==> src/rtl/baud_cfg_pkg.sv <==
// Shared definitions for the baud configuration sequencer: FSM encoding,
// divider register widths, reset defaults and the 50 MHz preset table.
package baud_cfg_pkg;

  localparam int FREQ_W  = 12;
  localparam int LIMIT_W = 16;
  localparam int IDX_W   = 3;

  typedef enum logic [2:0] {
    ST_IDLE    = 3'd0,
    ST_HOLD    = 3'd1,
    ST_LOAD    = 3'd2,
    ST_SETTLE  = 3'd3,
    ST_WAIT_CE = 3'd4,
    ST_DONE    = 3'd5
  } cfg_state_t;

  typedef struct packed {
    logic [FREQ_W-1:0]  freq;
    logic [LIMIT_W-1:0] limit;
  } baud_pair_t;

  localparam logic [FREQ_W-1:0]  RST_FREQ  = 12'd1152;
  localparam logic [LIMIT_W-1:0] RST_LIMIT = 16'd14473;

  // Reserved slots mirror preset 0 so a build that enables them still gets a sane rate.
  function automatic baud_pair_t preset_lookup(input logic [IDX_W-1:0] idx);
    baud_pair_t p;
    case (idx)
      3'd0:    p = '{freq: RST_FREQ,  limit: RST_LIMIT};
      3'd1:    p = '{freq: 12'd96,    limit: 16'd15529};
      3'd2:    p = '{freq: 12'd192,   limit: 16'd15433};
      3'd3:    p = '{freq: 12'd384,   limit: 16'd15241};
      3'd4:    p = '{freq: 12'd576,   limit: 16'd15049};
      default: p = '{freq: RST_FREQ,  limit: RST_LIMIT};
    endcase
    return p;
  endfunction

endpackage

==> src/rtl/baud_preset_rom.sv <==
// Combinational preset index -> {baud_freq, baud_limit} lookup.
module baud_preset_rom
  import baud_cfg_pkg::*;
(
  input  logic [IDX_W-1:0] i_idx,
  output baud_pair_t       o_pair
);

  always_comb begin
    o_pair = preset_lookup(i_idx);
  end

endmodule

==> src/rtl/baud_cfg_ctrl.sv <==
// Runtime baud-rate switch sequencer: hold UART, drain, reset divider, load, confirm tick.
// Optional drain timeout abort enabled by defining BAUD_CFG_TIMEOUT_EN.
module baud_cfg_ctrl
  import baud_cfg_pkg::*;
#(
  parameter int NUM_PRESETS   = 8,
  parameter int SETTLE_CYCLES = 4,
  parameter int DRAIN_TIMEOUT = 65535
) (
  input  logic               clock,
  input  logic               reset_n,
  input  logic               cfg_req,
  input  logic               cfg_mode,
  input  logic [IDX_W-1:0]   cfg_idx,
  input  logic [FREQ_W-1:0]  cfg_freq,
  input  logic [LIMIT_W-1:0] cfg_limit,
  output logic               cfg_ack,
  output logic               cfg_err,
  input  logic               uart_busy,
  output logic               uart_hold,
  output logic               gen_reset,
  output logic [FREQ_W-1:0]  baud_freq,
  output logic [LIMIT_W-1:0] baud_limit,
  input  logic               ce_32,
  output logic               baud_valid
);

  localparam logic [IDX_W:0] NP_LIM   = (IDX_W+1)'(NUM_PRESETS);
  localparam int             SETTLE_W = (SETTLE_CYCLES > 1) ? $clog2(SETTLE_CYCLES) : 1;
  localparam logic [SETTLE_W-1:0] SETTLE_LAST = SETTLE_W'(SETTLE_CYCLES - 1);

  cfg_state_t           r_state;
  cfg_state_t           w_next;
  logic                 r_err;
  logic                 r_baud_valid;
  logic [FREQ_W-1:0]    r_baud_freq;
  logic [LIMIT_W-1:0]   r_baud_limit;
  logic [SETTLE_W-1:0]  r_settle_cnt;

  logic                 r_sh_mode;
  logic [IDX_W-1:0]     r_sh_idx;
  logic [FREQ_W-1:0]    r_sh_freq;
  logic [LIMIT_W-1:0]   r_sh_limit;

  logic                 w_req_ok;
  logic                 w_req_take;
  logic                 w_enter_load;
  logic                 w_drain_abort;
  logic                 w_uart_hold;
  logic                 w_gen_reset;
  logic                 w_ack;
  baud_pair_t           w_rom_pair;
  logic [FREQ_W-1:0]    w_new_freq;
  logic [LIMIT_W-1:0]   w_new_limit;

  baud_preset_rom u_rom (
    .i_idx  (r_sh_idx),
    .o_pair (w_rom_pair)
  );

  assign w_req_ok     = cfg_mode ? ((cfg_freq != '0) && (cfg_limit != '0))
                                 : ({1'b0, cfg_idx} < NP_LIM);
  assign w_req_take   = (r_state == ST_IDLE) && cfg_req;
  assign w_enter_load = (r_state == ST_HOLD) && !uart_busy;
  assign w_new_freq   = r_sh_mode ? r_sh_freq  : w_rom_pair.freq;
  assign w_new_limit  = r_sh_mode ? r_sh_limit : w_rom_pair.limit;

`ifdef BAUD_CFG_TIMEOUT_EN
  localparam logic [15:0] TO_LAST = 16'(DRAIN_TIMEOUT - 1);
  logic [15:0] r_to_cnt;

  // Counts busy cycles spent draining; cleared whenever we are not in HOLD.
  always_ff @(posedge clock or negedge reset_n) begin
    if (!reset_n) begin
      r_to_cnt <= '0;
    end else if (r_state != ST_HOLD) begin
      r_to_cnt <= '0;
    end else if (uart_busy) begin
      r_to_cnt <= r_to_cnt + 16'd1;
    end
  end

  assign w_drain_abort = (r_state == ST_HOLD) && uart_busy && (r_to_cnt == TO_LAST);
`else
  localparam int unused_drain_timeout = DRAIN_TIMEOUT;
  assign w_drain_abort = 1'b0;
`endif

  always_comb begin
    w_next      = r_state;
    w_uart_hold = 1'b0;
    w_gen_reset = 1'b0;
    w_ack       = 1'b0;
    case (r_state)
      ST_IDLE: begin
        if (cfg_req && w_req_ok) w_next = ST_HOLD;
      end
      ST_HOLD: begin
        w_uart_hold = 1'b1;
        if (!uart_busy)         w_next = ST_LOAD;
        else if (w_drain_abort) w_next = ST_IDLE;
      end
      ST_LOAD, ST_SETTLE: begin
        w_uart_hold = 1'b1;
        w_gen_reset = 1'b1;
        if (r_settle_cnt == '0) w_next = ST_WAIT_CE;
        else                    w_next = ST_SETTLE;
      end
      ST_WAIT_CE: begin
        w_uart_hold = 1'b1;
        if (ce_32) w_next = ST_DONE;
      end
      ST_DONE: begin
        w_ack  = 1'b1;
        w_next = ST_IDLE;
      end
      default: w_next = ST_IDLE;
    endcase
  end

  always_ff @(posedge clock or negedge reset_n) begin
    if (!reset_n) begin
      r_state <= ST_IDLE;
      r_err   <= 1'b0;
    end else begin
      r_state <= w_next;
      r_err   <= (w_req_take && !w_req_ok) || w_drain_abort;
    end
  end

  // Shadow copy of the request; only meaningful once the FSM leaves IDLE.
  always_ff @(posedge clock) begin
    if (w_req_take) begin
      r_sh_mode  <= cfg_mode;
      r_sh_idx   <= cfg_idx;
      r_sh_freq  <= cfg_freq;
      r_sh_limit <= cfg_limit;
    end
  end

  // New pair and divider reset become visible together in the LOAD cycle.
  always_ff @(posedge clock or negedge reset_n) begin
    if (!reset_n) begin
      r_baud_freq  <= RST_FREQ;
      r_baud_limit <= RST_LIMIT;
      r_baud_valid <= 1'b0;
      r_settle_cnt <= '0;
    end else begin
      if (w_enter_load) begin
        r_baud_freq  <= w_new_freq;
        r_baud_limit <= w_new_limit;
        r_settle_cnt <= SETTLE_LAST;
      end else if (w_gen_reset && (r_settle_cnt != '0)) begin
        r_settle_cnt <= r_settle_cnt - 1'b1;
      end
      if (w_enter_load) begin
        r_baud_valid <= 1'b0;
      end else if (ce_32 && !w_gen_reset) begin
        r_baud_valid <= 1'b1;
      end
    end
  end

  assign cfg_ack    = w_ack;
  assign cfg_err    = r_err;
  assign uart_hold  = w_uart_hold;
  assign gen_reset  = w_gen_reset;
  assign baud_freq  = r_baud_freq;
  assign baud_limit = r_baud_limit;
  assign baud_valid = r_baud_valid;

endmodule
==> config.mk <==
export PLATFORM = sky130hd
export DESIGN_NAME = baud_cfg_ctrl
export DESIGN_NICKNAME = d
export VERILOG_FILES = /design/src/rtl/baud_cfg_pkg.sv /design/src/rtl/baud_preset_rom.sv /design/src/rtl/baud_cfg_ctrl.sv
export SDC_FILE = /design/constraint.sdc
export NUM_CORES = 1
export LEC_CHECK = 0
export BUFFER_PORTS_ARGS = -buffer_cell sky130_fd_sc_hd__buf_2
export CORE_UTILIZATION = 45
export CTS_CLUSTER_DIAMETER = 120
export DETAILED_ROUTE_END_ITERATION = 7
export GPL_TIMING_DRIVEN = 0
export PLACE_DENSITY_LB_ADDON = 0.25
export SYNTH_ARGS = -nofsm -noshare
export SYNTH_HDL_FRONTEND = slang
export SYNTH_SLANG_ARGS = --single-unit
export TNS_END_PERCENT = 1
==> constraint.sdc <==
create_clock -name clock -period 2.7 [get_ports clock]
set_clock_uncertainty 0.1 [all_clocks]
set_input_delay 0.54 -clock clock [delete_from_list [all_inputs] [get_ports clock]]
set_output_delay 0.54 -clock clock [all_outputs]
set_load 0.02 [all_outputs]
* Word-level counts from Yosys, hierarchy flattened
Cells that the tools add are included.
Widths: inputs -> output; s select.
** Operators by class
- Add/subtract/negate cells :: 1
- Mux-type cells :: 16
- Reduce and logical (&&, ||, !) cells :: 20
- Equal/unequal tests :: 12
** Operators with widths (number)
- $pmux 27 s4 :: 1
- $mux 16 :: 1
- $reduce_bool 16->1 :: 1
- $eq 3x2->1 const B :: 4
- $mux 12 :: 1
- $mux 3 :: 4
- $pmux 3 s4 :: 1
- $reduce_bool 12->1 :: 1
- $eq 3x3->1 const B :: 3
- $logic_and 1x1->1 :: 7
- $eq 3x1->1 const B :: 2
- $mux 1 :: 6
- $reduce_bool 2->1 :: 3
- $mux 2 :: 2
- $ne 2x2->1 const B :: 2
- $reduce_or 4->1 :: 1
- $logic_not 1->1 :: 3
- $logic_not 3->1 :: 1
- $reduce_and 3->1 :: 1
- $logic_not 2->1 :: 1
- $ne 2x1->1 const B :: 1
- $reduce_or 2->1 :: 1
- $sub 2x1->2 const B :: 1
** Storage, ports and cells
- Word-level logic and storage cells :: 59
- Bits of input ports :: 37
- Register bits :: 67
- Output and inout port bits :: 33

* Logic depth before layout (Yosys ltp)
- Depth in word-level cells :: 7
- Gate-level depth with buffers :: 6
- Mapped depth without buffers :: 5

* By module
From an unflattened synthesis, not the netlist that was laid out.
** Second synthesis, totals
- Cells, all modules :: 239
- Area total of the unflattened synthesis :: 2950.3 um^2
** Modules (own cells, without submodules)
- baud_cfg_ctrl :: cells each 202, times used 1, area each 2680.1 um^2, seq. area each 1846.8 um^2
- baud_preset_rom :: cells each 37, times used 1, area each 270.3 um^2, seq. area each 0.0 um^2

* Worst setup path after synthesis
OpenSTA, ideal clock, no wires.
- Path kind :: flip-flop to flip-flop
- From :: reg r_state[2]
- To :: reg r_sh_freq[0], enable pin
- Setup slack :: 655 ps
- Cell stages (with the launch flop) :: 4
- Data required time :: 2207 ps
- Data arrival time :: 1552 ps
- Cell sequence :: dfrtp_1 > buf_4 > nor3_1 > and2_1
** Between the ends
- Word-level cells in the longest chain between the ends :: 2
** Ends and longest elaborated chain
- from (decl) :: RTL line baud_cfg_ctrl.sv:32 : cfg_state_t r_state;
- from (signal assigned) :: RTL line baud_cfg_ctrl.sv:126 : r_state <= w_next;
- $logic_not 3->1 :: RTL line baud_cfg_ctrl.sv:63 : assign w_req_take = (r_state == ST_IDLE) && cfg_req;
- $logic_and 1x1->1 :: RTL line baud_cfg_ctrl.sv:63
- via w_req_take :: RTL line baud_cfg_ctrl.sv:46 : logic w_req_take;
- to (signal assigned) :: RTL line baud_cfg_ctrl.sv:136 : r_sh_freq <= cfg_freq;
- to (decl) :: RTL line baud_cfg_ctrl.sv:42 : logic [FREQ_W-1:0] r_sh_freq;
The timed path passes the listed nets, and every way through them passes these cells.
A chain may end at the register's enable or synchronous reset.

* Final worst setup path
- From :: reg r_state[0]
- To :: out uart_hold
** Between the ends
- Word-level cells in the longest chain between the ends :: 3
** Ends and longest elaborated chain
- $eq 3x1->1, or another cell as far along :: RTL line baud_cfg_ctrl.sv:94 : case (r_state)
- $reduce_or 4->1 (no line) *
- $mux 1 * :: RTL line baud_cfg_ctrl.sv:94
- to (decl) :: RTL line baud_cfg_ctrl.sv:20 : output logic uart_hold,
Mark *: on every way between the ends. The rest lies on a longest branch, timed or not.

==> summary.md <==
| Metric | Value |
|---|---|
| Nets | 338 |
| CP Data Required Time | 2.06 ns |
| Synth async-reset ratio | 52.24% |
| Area Growth Syn to Fin | 21.89% |
| Initial Util | 47.73% |
| Setup violators final | 0 |
| Final WS setup | 0.6980 ns |
| Post-synthesis sequential area ratio | 68.59% |
| Min Tclk post-route | 2.002 ns |
| DR iter-0 viols | 61 |
| Tot Pwr | 3.486 mW |
| Final Hold Fails | 0 |
| Most used DFF post-synth | edfxtp_1 |
| Post-DR wirelength/cell | 14.37 um |
| Vias in the first global route | 1861 |
| Worst-Margin Slew | 0.7997 ns |
| Setup Crit Path Kind | flop to primary output |
| Vias post-DR | 1893 |
| Max Clk Rate | 499.5 MHz |
| Post-synth EDFFs | 32 |
| Die W | 79.36 um |
| Clock Tree Buf Depth | 2 |
| R2R depth | 3 |
| Final instance area | 3282 um2 |
| CP Buf/Inv Count | 1 |
| DRT antenna net count | 0 |
| Clk slew on worst S/H paths | 0.07 ns |
| DP Worst Slack | 0.2953 ns |
| Element type at the critical path end | primary output |
| Reg-to-reg setup timing slack | 0.75 ns |
| Fin Setup TNS | 0 ns |
| Layout cell share with drive strength beyond 1 | 35.08% |
| Post-synthesis cell count | 220 |
| Flops & latches, synth | 67 |
| DIE AREA | 6297 um2 |
| Routability Congestion | 0.7823 |
| TritonCTS clock tree | built |
| Initial antenna violation count | 0 |
| Area after DPL | 3128 um2 |
| Largest net degree at the start of global routing | 36 |
| Drt total wl | 5418 um |
| Hold Buf Count CTS | 0 |
| Synth warnings | 0 |
| Syn Nets | 258 |
| Slowest-stage cell, CP | dfrtp_1 |
| Crit-path cells | nor2_1 -> xnor2_1 -> buf_2 |
| Worst reg2reg startpoint | r_state[2]$_DFFE_PN0P_ |
| Period Utilization, post-route | 74.15% |
| Netlist cell types | 35 |
| Worst relative slew slack | 46.69% |
| CP top delay family | flip-flops |
| Overall routing resource usage | 19.57% |
| Critical path arrival | 1.36 ns |
| CTS Buf Count | 9 |
| Core footprint | 5642 um2 |
| Max stage delay on crit path | 0.44 ns |
| Post-DP HPWL | 3913 um |
| Hold Path Class | primary input to async pin |
| Setup bufs post-CTS | 0 |
| Ports | 70 |
| IO Port Bufs | 69 |
| RSZ-0062 raised after global routing | false |
| Element type at the critical path start | flop |
| Clock Sinks | 67 |
| Outcome | completed |
| Synthesized area | 2693 um2 |
| Avg Cell Area, Syn | 12.24 um2 |
| DRC | 0 |
| Grt ovf | 0 |
| P_leak | 1.471 nW |
| Max FO, Critical Path | 4 |
| PD cells | 1062 nW/um2 |
| Max-cap violations | 0 |
| DRT Pass-1 Iters | 4 |
| Std-Cell Rows | 27 |
| # H-tree levels | 3 |
| CTS resizes | 0 |
| R2R Path End | r_sh_limit[1]$_DFFE_PP_ |
| Drt via density | 5.021 |
| Clock Tree Root | clkbuf_8 |
| Global-route wire length before repair | 8921 um |
| Die height | 79.36 um |
| Worst-Skew Late Latency | 0.33 ns |
| # diodes | 0 |
| Slew Limit Fails | 0 |
| IR Drop Worst-Case VDD | 0.0003958 V |
-- layer usage --
metal,track usage [%],wire length [um],up-vias
met5,0,0,-
met4,8.182,92,0
met3,4.483,268,9
met2,30.60,2549,57
met1,26.28,2508,896
li1,-,-,931
-- Yosys cell counts (2+ instances only) --
cell type,number,share of area [%]
buf_2,4,0.74
nor3b_1,2,0.56
inv_1,8,1.1
nor3_1,5,0.93
nor2_1,10,1.4
clkbuf_1,2,0.28
nor2b_1,2,0.46
dfrtp_1,27,25
o211ai_1,2,0.56
mux2_2,2,0.84
or3_1,2,0.46
xnor2_1,4,1.3
nand3_1,13,2.4
buf_6,4,1.7
nor4_1,7,1.6
a21oi_1,11,2.0
a31oi_1,5,1.2
o21ai_0,3,0.56
nand2_1,41,5.7
dfstp_2,8,7.8
o21ai_1,5,0.93
mux2i_1,2,0.74
o21ai_2,5,1.6
nand2b_1,4,0.93
edfxtp_1,32,36
-- final cells by class --
class                           instances  area (um2)
Timing Repair Buffer                   69       345.3
Fill cell                             488        2360
Sequential cell                        67        1847
Inverter                                8       30.03
Tap cell                               72       90.09
Buffer                                 12       83.83
Clock buffer                           12       135.1
Multi-Input combinational cell        133       733.2
Clock inverter                          4       17.52
-- metrics by stage --
step / cells / hold slack, ns / util, %
floorplan: 220 / 0.1444 / -
global placement: 361 / 0.3430 / 55.44
detailed placement: 361 / 0.3513 / 55.44
CTS: 377 / 0.2052 / 58.15
global route: 377 / 0.2492 / 58.17
finish: 377 / 0.1934 / 58.17
-- registers in the layout, indices dropped and copies added (netlist names) --
signal,cells
cfg_err,1
r_sh_freq,12
r_sh_mode,1
r_sh_idx,3
baud_valid,1
r_state,3
r_settle_cnt,2
r_sh_limit,16
baud_limit,16
baud_freq,12
-- kinds of logic after synthesis --
| family | Yosys count | share of synthesized area, % |
|---|---|---|
| and+or+nand+nor | 91 | 16.31 |
| buffers and inverters | 20 | 4.229 |
| adders and majority gates | 1 | 0.4646 |
| muxes | 4 | 1.580 |
| xor gates and xnor gates | 4 | 1.301 |
| DFF | 67 | 68.59 |
| AOI/OAI and AO/OA | 33 | 7.527 |
-- how the worst max path moves through the flow --
stage                            from                       end  depth (start not counted)
3_3_place_gp   r_state[2]$_DFFE_PN0P_     r_sh_idx[1]$_DFFE_PP_                          3
6_report       r_state[0]$_DFFE_PN0P_                 uart_hold                          3
2_1_floorplan  r_state[2]$_DFFE_PN0P_    r_sh_freq[0]$_DFFE_PP_                          3
5_1_grt        r_state[0]$_DFFE_PN0P_                 uart_hold                          3
3_5_place_dp   r_state[2]$_DFFE_PN0P_     r_sh_idx[2]$_DFFE_PP_                          3
4_1_cts        r_state[2]$_DFFE_PN0P_  r_sh_limit[11]$_DFFE_PP_                          3
-- cell usage in the layout, fill, tap and decap left out, types with 5 or more instances in the layout --
cell,instances
o21ai_2,5
clkbuf_1,5
dfstp_2,8
nor2_1,10
nand3_1,13
inv_1,8
a21oi_1,11
a31oi_1,5
dfrtp_1,27
nor3_1,5
nor4_1,7
edfxtp_1,32
o21ai_1,5
clkbuf_8,9
buf_2,73
nand2_1,41
-- report_power, final --
part           switching [mW]  leakage, nW  internal [mW]
Sequential              0.148        0.720           1.43
Combinational           0.785        0.672          0.447
Clock                   0.348       0.0792          0.325
Total                    1.28         1.47           2.20
Note: power is estimated with default switching activity, not from simulation.
